[src/rtl/ex_result_stage_pkg.sv]
// Shared definitions for the execute result stage: branch condition
// encodings, the ALU function codes the comparisons rely on, and the
// target alignment rule.
package ex_result_stage_pkg;

  localparam int XLEN_DEFAULT = 64;

  typedef enum logic [2:0] {
    BR_BEQ  = 3'b000,
    BR_BNE  = 3'b001,
    BR_BLT  = 3'b100,
    BR_BGE  = 3'b101,
    BR_BLTU = 3'b110,
    BR_BGEU = 3'b111
  } br_funct3_e;

  // The ALU runs SUB for EQ/NE, SLT for LT/GE and SLTU for LTU/GEU, so the
  // stage only ever sees eq_zero and the result lsb.
  typedef enum logic [3:0] {
    ALU_ADD,
    ALU_SUB,
    ALU_SLL,
    ALU_SLT,
    ALU_SLTU,
    ALU_XOR,
    ALU_SRL,
    ALU_SRA,
    ALU_OR,
    ALU_AND
  } alu_fn_e;

  // With compressed instructions only bit 0 must be clear; otherwise a
  // target has to be 4-byte aligned.
  function automatic logic is_misaligned(input logic [1:0] low_bits,
                                         input logic       support_c);
    return support_c ? low_bits[0] : (low_bits != 2'b00);
  endfunction

endpackage

[src/rtl/ex_result_stage_branch_resolve.sv]
// Decides whether a control transfer is taken, from the branch condition
// and the two flags the ALU produced for it. Jumps are always taken;
// reserved branch encodings never are.
module ex_result_stage_branch_resolve
  import ex_result_stage_pkg::*;
(
  input  logic       is_branch,
  input  logic [2:0] funct3,
  input  logic       is_jal,
  input  logic       is_jalr,
  input  logic       alu_lsb,
  input  logic       alu_eq_zero,
  output logic       taken
);

  logic cond_met;

  // Map the branch condition onto the ALU flag that answers it.
  always_comb begin
    cond_met = 1'b0;
    case (funct3)
      BR_BEQ:  cond_met = alu_eq_zero;
      BR_BNE:  cond_met = !alu_eq_zero;
      BR_BLT:  cond_met = alu_lsb;
      BR_BGE:  cond_met = !alu_lsb;
      BR_BLTU: cond_met = alu_lsb;
      BR_BGEU: cond_met = !alu_lsb;
      default: cond_met = 1'b0;
    endcase
  end

  assign taken = is_jal | is_jalr | (is_branch & cond_met);

endmodule

[src/rtl/ex_result_stage.sv]
// Execute-to-memory pipeline register placed after the ALU. Selects the
// writeback value, resolves branches and jumps, flags misaligned targets,
// raises a one-cycle fetch redirect and hands the bundle on over a
// valid/ready handshake.
module ex_result_stage
  import ex_result_stage_pkg::*;
#(
  parameter int XLEN      = XLEN_DEFAULT,
  parameter int SUPPORT_C = 0
) (
  input  logic            clk,
  input  logic            reset_n,
  input  logic            flush,
  input  logic            in_valid,
  output logic            in_ready,
  input  logic [XLEN-1:0] alu_result,
  input  logic            alu_lsb,
  input  logic            alu_eq_zero,
  input  logic            is_word,
  input  logic            is_branch,
  input  logic [2:0]      funct3,
  input  logic            is_jal,
  input  logic            is_jalr,
  input  logic [XLEN-1:0] pc,
  input  logic [XLEN-1:0] br_target,
  input  logic [4:0]      rd_addr,
  input  logic            rd_we,
  output logic            out_valid,
  input  logic            out_ready,
  output logic [XLEN-1:0] out_result,
  output logic [4:0]      out_rd_addr,
  output logic            out_rd_we,
  output logic            out_misaligned,
  output logic            redirect_valid,
  output logic [XLEN-1:0] redirect_pc
);

  localparam logic [XLEN-1:0] LINK_OFFSET = XLEN'(4);

  logic            taken;
  logic            accept;
  logic            target_misaligned;
  logic            redirect_pending;
  logic            next_rd_we;
  logic [XLEN-1:0] target;
  logic [XLEN-1:0] next_result;

  ex_result_stage_branch_resolve u_branch_resolve (
    .is_branch   (is_branch),
    .funct3      (funct3),
    .is_jal      (is_jal),
    .is_jalr     (is_jalr),
    .alu_lsb     (alu_lsb),
    .alu_eq_zero (alu_eq_zero),
    .taken       (taken)
  );

  assign in_ready = !out_valid | out_ready;
  assign accept   = in_valid & in_ready & !flush;

  // JALR computes its target in the ALU; its low bit is always dropped.
  assign target = is_jalr ? {alu_result[XLEN-1:1], 1'b0} : br_target;

  assign target_misaligned = taken & is_misaligned(target[1:0], SUPPORT_C != 0);

  // Jumps write the link address, word ops write the sign-extended low half.
  always_comb begin
    next_result = alu_result;
    if (is_jal | is_jalr) begin
      next_result = pc + LINK_OFFSET;
    end else if (is_word) begin
      next_result = {{(XLEN-32){alu_result[31]}}, alu_result[31:0]};
    end
  end

  assign next_rd_we = rd_we & !is_branch & (rd_addr != 5'd0) & !target_misaligned;

  assign redirect_valid = out_valid & redirect_pending;

  // Output register; the redirect flag lives only for the cycle after accept.
  always_ff @(posedge clk or negedge reset_n) begin
    if (!reset_n) begin
      out_valid        <= 1'b0;
      out_result       <= '0;
      out_rd_addr      <= '0;
      out_rd_we        <= 1'b0;
      out_misaligned   <= 1'b0;
      redirect_pc      <= '0;
      redirect_pending <= 1'b0;
    end else if (flush) begin
      out_valid        <= 1'b0;
      out_misaligned   <= 1'b0;
      redirect_pending <= 1'b0;
    end else if (accept) begin
      out_valid        <= 1'b1;
      out_result       <= next_result;
      out_rd_addr      <= rd_addr;
      out_rd_we        <= next_rd_we;
      out_misaligned   <= target_misaligned;
      redirect_pc      <= target;
      redirect_pending <= taken & !target_misaligned;
    end else begin
      redirect_pending <= 1'b0;
      if (out_ready) begin
        out_valid <= 1'b0;
      end
    end
  end

endmodule

[config.mk]
export PLATFORM = sky130hd
export DESIGN_NAME = ex_result_stage
export DESIGN_NICKNAME = d
export VERILOG_FILES = /design/src/rtl/ex_result_stage_pkg.sv /design/src/rtl/ex_result_stage_branch_resolve.sv /design/src/rtl/ex_result_stage.sv
export SDC_FILE = /design/constraint.sdc
export NUM_CORES = 1
export LEC_CHECK = 0
export ABC_AREA = 1
export CAP_MARGIN = 20
export CORE_ASPECT_RATIO = 2
export CORE_MARGIN = 2
export CORE_UTILIZATION = 33
export CTS_BUF_LIST = sky130_fd_sc_hd__clkbuf_16
export DETAILED_ROUTE_END_ITERATION = 10
export DONT_BUFFER_PORTS = 1
export PLACE_DENSITY = 0.46
export SETUP_SLACK_MARGIN = 0.05
export SYNTH_ARGS = -nofsm -noshare
export SYNTH_HDL_FRONTEND = slang
export SYNTH_HIERARCHICAL = 1
export SYNTH_SLANG_ARGS = --single-unit
[constraint.sdc]
create_clock -name clk -period 1.8 [get_ports clk]
set_clock_uncertainty 0.1 [all_clocks]
set_input_delay 0.27 -clock clk [delete_from_list [all_inputs] [get_ports clk]]
set_output_delay 0.27 -clock clk [all_outputs]
set_load 0.01 [all_outputs]
* Word-level counts from Yosys, hierarchy flattened
Index checks and enable logic that the tools add are counted.
** Storage, ports and cells
- Bits in registers :: 137
- Bits of input ports :: 212
** Operators by class
- Add/sub/neg operators :: 1
- Reduce and logical (&&, ||, !) cells :: 14
- Multiplexer cells :: 11
- Equality and inequality tests :: 5
- Bitwise operators :: 13
** Operators with widths (count)
- two-way mux 64 bit :: 3
- adder 64 x 3 -> 64 bit, second input constant :: 1
- == test 3 bit, second input constant :: 4
- bitwise AND 1 bit :: 9
- two-way mux 1 bit :: 7
- zero test 1 bit :: 6
- nonzero test 5 bit :: 1
- case mux 1 bit (4 select lines) :: 1
- nonzero test 2 bit :: 2
- OR reduction 2 bit :: 2
- == test 3 x 1 -> 1 bit, second input constant :: 1
- zero test 3 bit :: 1
- bitwise OR 1 bit :: 3
- nonzero test 3 bit :: 1
- AND reduction 2 bit :: 1
- NOT 1 bit :: 1

* Depth between registers and ports, before layout
- Depth after elaboration :: 10
- Gate-level depth with buffers :: 12
- Depth with buffers taken out :: 12

* Hierarchy
Netlist, hierarchy kept.
** By module, submodules not included
- ex_result_stage :: times used 1, area an instance 8560.7 um^2, seq. area each 3428.3 um^2, cells each 1236
- ex_result_stage_branch_resolve :: times used 1, area an instance 55.1 um^2, seq. area each 0.0 um^2, cells each 14

* Worst setup path before layout
Ideal clock, no wire load.
- Kind :: reg2reg
- From :: reg out_valid
- To :: reg out_result[17]
- Path slack :: 0.211 ns
- Arrival :: 1.423 ns
- Library setup time :: 0.066 ns
- Stages on the path, launching flop included :: 9
- Cell sequence :: dfrtp_1 nand2_1 nand2_1 nor2_1 buf_4 buf_2 buf_2 o211ai_1 nand2_1
** On the way
- Cells in the longest elaborated chain, start to end :: 5
** RTL lines
- from (decl) :: line ex_result_stage.sv:28 : output logic out_valid,
- from (signal assigned) :: line ex_result_stage.sv:83 : out_valid <= 1'b0;
- from (signal assigned) :: line ex_result_stage.sv:91 : out_valid <= 1'b0;
- from (signal assigned) :: line ex_result_stage.sv:95 : out_valid <= 1'b1;
- zero test 1 bit :: line ex_result_stage.sv:58 : assign in_ready = !out_valid | out_ready;
- bitwise OR 1 bit :: line ex_result_stage.sv:58
- named net in_ready :: line ex_result_stage.sv:15 : output logic in_ready,
- bitwise AND 1 bit (2 in a row) :: line ex_result_stage.sv:59 : assign accept = in_valid & in_ready & !flush;
- AND reduction 2 bit (no source line)
- to (signal assigned) :: line ex_result_stage.sv:96 : out_result <= next_result;
- to (decl) :: line ex_result_stage.sv:30 : output logic [XLEN-1:0] out_result,
The timed path passes the listed nets, and every way through them passes these cells.
A chain may end at the register's enable or synchronous reset.

* Worst setup path in the final report
- From :: reg out_valid
- To :: reg out_result[55]
** On the way
- Cells in the longest elaborated chain, start to end :: 5
** RTL lines (line)
- zero test 1 bit :: ex_result_stage.sv:58
- bitwise OR 1 bit :: ex_result_stage.sv:58
- bitwise AND 1 bit (2 in a row) :: ex_result_stage.sv:59
- AND reduction 2 bit (no source line)
No other way between the ends.

==> results.tsv <==
metric	value	unit
Pwr per Cell Area	765	nW/um^2
filler instances	2622	
synth warn	6	
hold slack	-588	ps
H-tree depth	4	
CTS tree	done	
routed wire length	41.0	mm
post-route ant nets	0	
Crit path largest cell delay	370	ps
1st-pass router iterations	7	
TritonCTS Buffers	17	
hpwl dp	29.4	mm
fmax	0.591	GHz
initial antenna violation count	3	
Hold-fix buffers, CTS	245	
Worst Tran Pin Value	446	ps
final std cells w/o fill	1878	
Seq/Total Area, Yosys	0.398	
IO Port Bufs	0	
Synth Register Bits	137	
worst skew pair latency	440	ps
FF+latch area	3430	um^2
total track usage	0.291	
final setup margin	108	ps
DRC	0	
Syn Nets	1463	
most frequent CP cell	nand2_2	
RSZ-0062 raised after global routing	no	
final setup vio count	0	
grt ovf	0	
synthesized instance count	1250	
Leak	0.00571	uW
via-per-instance ratio	5.11	
Async S/R FF share, synth	1.00	
Setup WS pre-CTS	-53.3	ps
Switching Share	0.316	
Slowest-stage cell, CP	dfrtp_1	
first-pass GRT wire length	60.1	mm
Gate power share	0.187	
Crit Path Class	reg -> reg	
Post-synth top flop	dfrtp_1	
CTS root buf	clkbuf_16	
die area	27500	um^2
fin crit share	0.940	
Crit. End Element	flop	
crit start category	flop	
largest net degree at the start of global routing	138	
Final min period	1690	ps
multi-input logic area	4730	um^2
violated checks	negative hold slack	
Bufs on Longest Clock Path	2	
status	finished with violations	
Die H	233	um
crit-path max FO	11	
clock slew at reported path FFs	60	ps
Slew HR	0.703	
Cell variety after synth	37	
Seq pwr share	0.451	
layout cell share with drive strength beyond 1	0.108	
Final #Nets	1736	
GPL Wtd Cong	0.966	
Cell Rows	83	
Ports	350	
crit-path cells	nand2_2, nand2_2, nor2_4, buf_12, buf_4, clkbuf_16, or2_2, a21boi_2	
die width	118	um
Req. time, crit path	2030	ps
EDFF count, synth	0	
Worst VDD drop	0.555	mV
Final Hold Violating Endpoints	138	
max_cap viols	0	
Mean Syn Cell Area	6.89	um^2
total number of vias	9597	
clock sink count	137	
TNS Setup	0	ps
fin. max-slew vios	0	
Initial Utilization	0.336	
DR WL/cell	21.8	um
Worst Hold Class	in -> async	
core area	25700	um^2
vias in the first global route	10000	
initial DRC count	560	
post-synthesis cell area	8620	um^2
clock network fraction of total power	0.362	
Placed Instances	1590	
sw power	3010	uW
CP Data Arrival Time	1920	ps
Synth-to-Final Area Change	44.7	%
Internal Power	6520	uW
stage by stage:
stage                util  hold slack (ps)  power, uW  cell area, um^2
floorplan               -             -126       5090             8620
global placement    0.363             -122       5560             9310
detailed placement  0.363             -123       5590             9310
CTS                 0.480             -614       9570            12300
global route        0.486             -606       9960            12500
finish              0.486             -588       9530            12500
power groups by stage:
stage	combinational (uW)	sequential, uW	clock, uW
2_1_floorplan	976	4120	0
3_3_place_gp	1220	4350	0
3_5_place_dp	1240	4340	0
4_1_cts	1720	4300	3550
5_1_grt	1980	4330	3650
6_report	1790	4300	3450
layer usage:
metal  wire length (um)  track usage  up-vias
met5                  0            0        -
met4               1890        0.146        0
met3               2480       0.0664       99
met2              21600        0.528      402
met1              15100        0.313     4500
li1                   -            -     4596
cells in the mapped netlist, types with 2 or more instances:
master     number  area, um^2
a21boi_0        7        52.6
a21boi_1       14         105
a21boi_2        3        33.8
a21oi_1        52         260
a2bb2oi_1       9        78.8
buf_2          17        85.1
buf_4           3        22.5
clkbuf_1       40         150
dfrtp_1       137        3430
inv_1          54         203
inv_2           3        11.3
nand2_1       383        1440
nand2_2         8        50.1
nand2_4         3        33.8
nand3_1        25         125
nand3b_1        5        37.5
nand4_1        10        62.6
nor2_1        274        1030
nor2_2          8        50.1
nor2_4          6        67.6
nor3_1          2        10.0
o211ai_1        6        45.0
o21ai_0        54         270
o21bai_1        5        37.5
o31ai_1        63         473
or2_2          28         175
xnor2_1        15         131
xor2_1          7        61.3
timing repair:
action	in CTS	in global routing
pin swaps	0	3
cloned	0	4
endpoints found under the setup margin	2	64
buffers inserted	0	5
gates resized for setup	2	9
endpoints found under the hold margin	265	137
flip-flops by register name, summed over array words and instances (netlist names):
signal,cells
out_result,64
redirect_pc,64
out_rd_addr,5
out_misaligned,1
out_rd_we,1
out_valid,1
redirect_pending,1
area by class of cell:
| cell class | count | area share |
|---|---|---|
| tap | 340 | 0.0341 |
| clock inverter | 13 | 0.0105 |
| timing repair buffer | 313 | 0.246 |
| clock buffer | 17 | 0.0341 |
| sequential | 137 | 0.275 |
| timing repair inverter | 2 | 0.00141 |
| multi-input combinational | 994 | 0.379 |
| antenna | 4 | 0.000803 |
| inverter | 58 | 0.0186 |
cells by family (layout without fill, tap and decap cells):
logic type | after synthesis | count (layout) | synth area share
AO/OA/AOI/OAI | 218 | 218 | 0.162
flip-flops | 137 | 137 | 0.398
other | 0 | 4 | 0
buffers and inverters | 119 | 403 | 0.0568
XOR/XNOR | 22 | 22 | 0.0224
AND/OR/NAND/NOR | 753 | 753 | 0.360
adder cells (fa/ha/maj) | 1 | 1 | 0.00145
critical path, delay by kind of cell (launching register included):
kind | cells | cell delay [ps]
simple gates | 4 | 490
buf+inv | 3 | 460
flops | 1 | 370
compound gates | 1 | 150
cells in the final DEF (no fill, tap or decap), types with 4 or more instances in the layout:
cell	instances
nand2_1	381
nor2_1	272
dlygate4sd3_1	245
dfrtp_1	137
o31ai_1	62
buf_4	58
o21ai_0	54
inv_1	53
a21oi_1	52
or2_2	28
nand3_1	25
clkbuf_16	18
a21boi_1	16
xnor2_1	15
nand4_1	10
nand2_2	10
a2bb2oi_1	9
nor2_2	8
nor2_4	8
xor2_1	7
o211ai_1	6
buf_12	6
o21bai_1	5
a21boi_0	5
nand3b_1	5
diode_2	4
clkinv_1	4
path summary, 6_finish.rpt:
check	slack, ps	cells past startpoint	endpoint	from
min in group clk	-10	3	out_result[19]	pc[19]
min reg2reg	460	2	out_rd_addr[1]	out_rd_addr[1]
max in group asynchronous	1830	0	out_result[46]	reset_n
min	-590	0	out_result[17]	reset_n
max reg2reg	110	8	out_result[55]	out_valid
max	110	8	out_result[55]	out_valid
(Power assumes the default switching activity.)
